===== src/rtl/fir_req_scheduler.sv =====
// fir_req_scheduler: sequences the shared FIR core. Arbitrates a sample stream and a
// coefficient-load requester onto the core's x_n bus and tvalid/set_coeffs strobes, and
// presents the core result on a one-cycle valid-pulsed port.
// Build option: define FIR_SCHED_STATS_EN to get a wrapping 16-bit result counter on
// sample_cnt; without it sample_cnt is tied to zero.
module fir_req_scheduler #(
    parameter int TAP_SIZE    = 3,
    parameter int NBR_OF_TAPS = 3,
    parameter int X_N_SIZE    = 8,
    parameter int Y_N_SIZE    = 11,
    parameter int INIT_CYCLES = 6,
    parameter int CORE_LAT    = 7,
    parameter int GAP_CYCLES  = 2
) (
    input  logic                                clk,
    input  logic                                reset,
    input  logic                                s_valid,
    input  logic signed [X_N_SIZE-1:0]          s_data,
    output logic                                s_ready,
    input  logic                                c_req,
    input  logic [NBR_OF_TAPS*TAP_SIZE-1:0]     c_coeffs,
    output logic                                c_ack,
    output logic signed [X_N_SIZE-1:0]          core_x_n,
    output logic                                core_tvalid,
    output logic                                core_set_coeffs,
    input  logic signed [Y_N_SIZE-1:0]          core_y_n,
    output logic                                m_valid,
    output logic signed [Y_N_SIZE-1:0]          m_data,
    output logic [15:0]                         sample_cnt
);
    localparam int CNT_W = 8;

    // ST_RES is the cycle CORE_LAT after the strobe, when the core result is presented.
    typedef enum logic [2:0] {
        ST_INIT, ST_IDLE, ST_CFG, ST_SMP, ST_WAIT, ST_RES, ST_GAP
    } state_t;

    state_t                          state_q, state_d;
    logic [CNT_W-1:0]                cnt_q, cnt_d;
    logic                            cfg_last_q, cfg_last_d;
    logic signed [X_N_SIZE-1:0]      smp_q, smp_d;
    logic [NBR_OF_TAPS*TAP_SIZE-1:0] coef_q, coef_d;
    logic signed [Y_N_SIZE-1:0]      m_data_q, m_data_d;

    // Selects tap idx from the latched coefficient word and sign-extends it to the bus width.
    function automatic logic signed [X_N_SIZE-1:0] tap_sext(
        input logic [NBR_OF_TAPS*TAP_SIZE-1:0] coeffs,
        input logic [CNT_W-1:0]                idx
    );
        logic [TAP_SIZE-1:0] tap;
        tap = '0;
        for (int k = 0; k < NBR_OF_TAPS; k++) begin
            if (idx == CNT_W'(k)) tap = coeffs[k*TAP_SIZE +: TAP_SIZE];
        end
        return {{(X_N_SIZE-TAP_SIZE){tap[TAP_SIZE-1]}}, tap};
    endfunction

    // Next-state, counters and all strobes; outputs default to zero outside their states.
    always_comb begin
        state_d         = state_q;
        cnt_d           = cnt_q;
        cfg_last_d      = cfg_last_q;
        smp_d           = smp_q;
        coef_d          = coef_q;
        m_data_d        = m_data_q;
        s_ready         = 1'b0;
        c_ack           = 1'b0;
        core_tvalid     = 1'b0;
        core_set_coeffs = 1'b0;
        core_x_n        = '0;
        m_valid         = 1'b0;
        m_data          = m_data_q;
        case (state_q)
            ST_INIT: begin
                if (cnt_q == CNT_W'(INIT_CYCLES-1)) begin
                    state_d = ST_IDLE;
                    cnt_d   = '0;
                end else begin
                    cnt_d = cnt_q + 1'b1;
                end
            end
            ST_IDLE: begin
                // The priority bias toward samples only lasts for the first IDLE after a load.
                cfg_last_d = 1'b0;
                if (c_req && !(cfg_last_q && s_valid)) begin
                    state_d = ST_CFG;
                    cnt_d   = '0;
                    coef_d  = c_coeffs;
                end else if (s_valid) begin
                    s_ready = 1'b1;
                    smp_d   = s_data;
                    state_d = ST_SMP;
                end
            end
            ST_CFG: begin
                // Cycle 0 is setup; cycles 1..N shift tap[N-1] down to tap[0] into the core.
                if (cnt_q != '0) begin
                    core_set_coeffs = 1'b1;
                    core_x_n        = tap_sext(coef_q, CNT_W'(NBR_OF_TAPS) - cnt_q);
                end
                if (cnt_q == CNT_W'(NBR_OF_TAPS)) begin
                    c_ack      = 1'b1;
                    cfg_last_d = 1'b1;
                    state_d    = ST_GAP;
                    cnt_d      = '0;
                end else begin
                    cnt_d = cnt_q + 1'b1;
                end
            end
            ST_SMP: begin
                core_tvalid = 1'b1;
                core_x_n    = smp_q;
                state_d     = ST_WAIT;
                cnt_d       = '0;
            end
            ST_WAIT: begin
                core_x_n = smp_q;
                if (cnt_q == CNT_W'(CORE_LAT-2)) begin
                    state_d = ST_RES;
                    cnt_d   = '0;
                end else begin
                    cnt_d = cnt_q + 1'b1;
                end
            end
            ST_RES: begin
                // Result is passed through in its valid cycle and held afterwards.
                m_valid  = 1'b1;
                m_data   = core_y_n;
                m_data_d = core_y_n;
                state_d  = ST_GAP;
                cnt_d    = '0;
            end
            ST_GAP: begin
                if (cnt_q == CNT_W'(GAP_CYCLES-1)) begin
                    state_d = ST_IDLE;
                    cnt_d   = '0;
                end else begin
                    cnt_d = cnt_q + 1'b1;
                end
            end
            default: begin
                state_d = ST_INIT;
                cnt_d   = '0;
            end
        endcase
    end

    // Control state and the held result register, cleared by reset.
    always_ff @(posedge clk) begin
        if (reset) begin
            state_q    <= ST_INIT;
            cnt_q      <= '0;
            cfg_last_q <= 1'b0;
            m_data_q   <= '0;
        end else begin
            state_q    <= state_d;
            cnt_q      <= cnt_d;
            cfg_last_q <= cfg_last_d;
            m_data_q   <= m_data_d;
        end
    end

    // Sample and coefficient latches; only observed in states entered after a fresh load.
    always_ff @(posedge clk) begin
        smp_q  <= smp_d;
        coef_q <= coef_d;
    end

`ifdef FIR_SCHED_STATS_EN
    logic [15:0] sample_cnt_q, sample_cnt_d;

    // Counts delivered results; wraps naturally at 16 bits.
    always_comb begin
        sample_cnt_d = sample_cnt_q;
        if (m_valid) sample_cnt_d = sample_cnt_q + 16'd1;
    end

    // Result counter register.
    always_ff @(posedge clk) begin
        if (reset) sample_cnt_q <= '0;
        else       sample_cnt_q <= sample_cnt_d;
    end

    assign sample_cnt = sample_cnt_q;
`else
    assign sample_cnt = 16'd0;
`endif

endmodule


===== config.mk =====
export PLATFORM = sky130hd
export DESIGN_NAME = fir_req_scheduler
export DESIGN_NICKNAME = d
export VERILOG_FILES = /design/src/rtl/fir_req_scheduler.sv
export SDC_FILE = /design/constraint.sdc
export NUM_CORES = 1
export LEC_CHECK = 0
export CAP_MARGIN = 20
export CORE_UTILIZATION = 49
export CTS_CLUSTER_SIZE = 28
export DETAILED_ROUTE_END_ITERATION = 10
export GPL_TIMING_DRIVEN = 0
export HOLD_SLACK_MARGIN = 0.08
export PLACE_DENSITY_LB_ADDON = 0.08
export SYNTH_ARGS = -nofsm -noshare
export SYNTH_HDL_FRONTEND = slang
export SYNTH_SLANG_ARGS = --single-unit

===== constraint.sdc =====
create_clock -name clk -period 6.2 [get_ports clk]
set_clock_uncertainty 0.05 [all_clocks]
set_input_delay 1.86 -clock clk [delete_from_list [all_inputs] [get_ports clk]]
set_output_delay 1.86 -clock clk [all_outputs]
set_load 0.05 [all_outputs]

==> results.cfg, run 1 <==
[timing]
max_freq_mhz = 175
final_max_slew_viol_count = 0
finalCritPeriodShare = 0.920
setup_viol = 0
rsz0062_at_grt = no
max_slew_margin = 0.506
max_slew.worst_pin.slew_ns = 0.738
hold_violations = 0
min_period_ns = 5.71
finalSetupTns_ns = 0

[floorplan]
ios = 72
fp.dieW_um = 67.0
die-area_mm2 = 0.00450
die_y_um = 67.0
initial_core_util = 0.515
fp-row-count = 23
core-area_mm2 = 0.00403

[hold_path]
hold_path_end = cfg_last_q$_SDFFE_PP0P_
hold_path_depth = 2
min_path_type = reg2reg
hold_start = cfg_last_q$_SDFFE_PP0P_

[pwr]
leakagePower_nw = 1.19
p_per_area_mw_per_mm2 = 204
peakVddDrop_v = 0.000116
finalPower_mw = 0.585

[synthesis]
async_reset_ff_frac = 0
synth_area_mm2 = 0.00207
synth_top_area_frac = 0.246
synth_cells = 192
ys_ff_latch = 40
yosysTopAreaCell = edfxtp_1
synth_common_cells = dfxtp_1, buf_4, edfxtp_1, nor2b_1, mux2_2
ys.flop_type = dfxtp_1
yosys_warnings = 0
synth-edff-count = 17
syn_avg_cell_area_um2 = 10.8
synth.most_common_cell = dfxtp_1
synthTopCellsByArea = edfxtp_1, dfxtp_1, buf_4
ys_types = 52
synth-seq-area-share = 0.468

[clocking]
cts_root_buffer = clkbuf_8
cts_hold_buf = 0
htreeDepth = 2
clk_pin_slew_ns = 0.07
cts_setup_buffers = 0
clk_path_buf_depth = 2
cts_tree = built
cts-buffers-inserted = 5
cts.sinks = 40
clk_latency_ns = 0.29

[routing]
antenna_left = 0
wirelength_um = 3990
drt_iter0_drc = 89
dr.max_layer_used = met4
firstDrtPassIters = 4
wl_per_cell_um = 12.5
met1_length_um = 1790
wl_met3_um = 204
vias_per_cell = 4.95
wl_met2_um = 1930
vias = 1583
drc_errors = 0

[finish]
drive_gt1_frac = 0.200
n_antenna_cell = 0
ff_latch_area_um2 = 971
syn_to_final_growth_pct = 38.0
utilization = 0.710
multi_input_area_um2 = 938
fillers = 326
fin_nets = 305

[placement]
port_buffers = 55
dpl.hpwl_um = 2980
gp_congestion = 0.790

[global_route]
grt_pass1_vias = 1466
antenna_found_initial = 0
overflow = 0
grt_first_pass_wirelength_um = 6380
grt.total_usage = 0.190
grt_start_max_net_pins = 13

[setup_path]
reg2reg_from = cnt_q[1]$_SDFFE_PP0N_
reg2reg_to = cnt_q[6]$_SDFFE_PP0N_
critPathMaxFanout = 9
worstPathRequired_ns = 4.29
rrSetupSlack_ns = 4.11
reg2reg_depth = 7
arrival_ns = 3.80
endpoint_kind = output pin
critPathKind = in2out
crit_path_start_kind = primary input

[outcome]
status = finished clean

[flow_run]
cap_violations = 0
==> per-stage QoR <==
| step | hold WS, ns | setup slack [ns] | area (um^2) | instances |
|---|---|---|---|---|
| after floorplan | 0.382 | 1.41 | 2130 | 207 |
| after global placement | 0.395 | 0.0832 | 2740 | 312 |
| after CTS | 0.412 | 0.0555 | 2860 | 320 |
| after global routing | 0.426 | 0.367 | 2860 | 320 |
| final | 0.413 | 0.494 | 2860 | 320 |
| after detailed placement | 0.400 | 0.0745 | 2740 | 312 |
==> registers in the layout, indices dropped and copies added, names as in the netlist <==
name / cells
smp_q: 8
state_q: 3
coef_q: 9
m_data_q: 11
cnt_q: 8
cfg_last_q: 1
==> per-layer routing <==
| layer | track usage | vias up |
|---|---|---|
| li1 | - | 798 |
| met1 | 0.239 | 730 |
| met2 | 0.313 | 48 |
| met3 | 0.0411 | 7 |
| met4 | 0.0745 | 0 |
| met5 | 0 | - |
==> what timing repair did <==
action | in CTS | in global routing
hold endpoints to repair | 0 | 0
endpoints found under the setup margin | 0 | 1
resized for setup | 0 | 1
==> where the power goes <==
group          leakage [nW]  internal [mW]  switching, mW  total, mW
logic                 0.796         0.0390         0.0494     0.0884
registers             0.339          0.278        0.00427      0.282
clock network        0.0588          0.130         0.0851      0.215
total                  1.19          0.446          0.139      0.585
==> placed cells by master (no fill, tap or decap), types with 3 or more instances in the layout <==
master / netlist / layout
clkbuf_8: 1 / 7
and2_1: 5 / 5
conb_1: 1 / 16
dfxtp_1: 23 / 23
o21ai_0: 5 / 5
nand2_1: 9 / 9
nor2b_1: 13 / 13
a211oi_1: 5 / 5
mux2_2: 11 / 11
xor2_1: 3 / 3
nand3b_1: 3 / 3
ha_1: 4 / 4
and3_1: 3 / 3
buf_4: 18 / 18
edfxtp_1: 17 / 17
a21oi_1: 10 / 10
nor2_1: 9 / 9
inv_1: 6 / 6
a21o_1: 6 / 6
clkdlybuf4s50_1: 0 / 54
==> worst max path at each step <==
stage	cells past startpoint	end	from
after floorplan	3	s_ready	c_req
after global placement	5	s_ready	s_valid
after detailed placement	5	s_ready	s_valid
after CTS	5	s_ready	s_valid
after global routing	5	s_ready	s_valid
final	5	s_ready	s_valid
==> worst max-delay path, cell delays in order <==
cell	delay, ns
clkdlybuf4s50_1	0.52
a21boi_1	0.21
nor2_1	0.28
and2_1	0.43
dlymetal6s2s_1	0.48
==> logic make-up (layout without fill, tap and decap cells) <==
| kind of cell | after synthesis | after routing | synth area share |
|---|---|---|---|
| xor gates and xnor gates | 4 | 4 | 0.0169 |
| DFF | 40 | 40 | 0.468 |
| and+or+nand+nor | 59 | 59 | 0.168 |
| adders and majority gates | 4 | 4 | 0.0241 |
| muxes | 12 | 12 | 0.0670 |
| other | 1 | 16 | 0.00181 |
| AOI/OAI and AO/OA | 40 | 40 | 0.147 |
| buffers and inverters | 32 | 95 | 0.106 |
==> final cells by class <==
class                   instances  share of cell area
flip-flops and latches         40               0.339
well taps                      50              0.0219
clock inverters                 2              0.0118
inverters                       6             0.00787
multi-input cells             135               0.328
repair buffers                 55               0.193
clock buffers                   6              0.0289
plain buffers                  26              0.0691
Power figures use the tool's default switching activity.
==> run 2, diff against run 1 <==
--- a/config.mk
+++ b/config.mk
@@ -5,7 +5,7 @@
 export SDC_FILE = /design/constraint.sdc
 export NUM_CORES = 1
 export LEC_CHECK = 0
-export CAP_MARGIN = 20
+export CAP_MARGIN = 10
 export CORE_UTILIZATION = 49
 export CTS_CLUSTER_SIZE = 28
 export DETAILED_ROUTE_END_ITERATION = 10
==> results of run 2 <==
The final DEF is identical to that of run 1; final timing and power are the same.
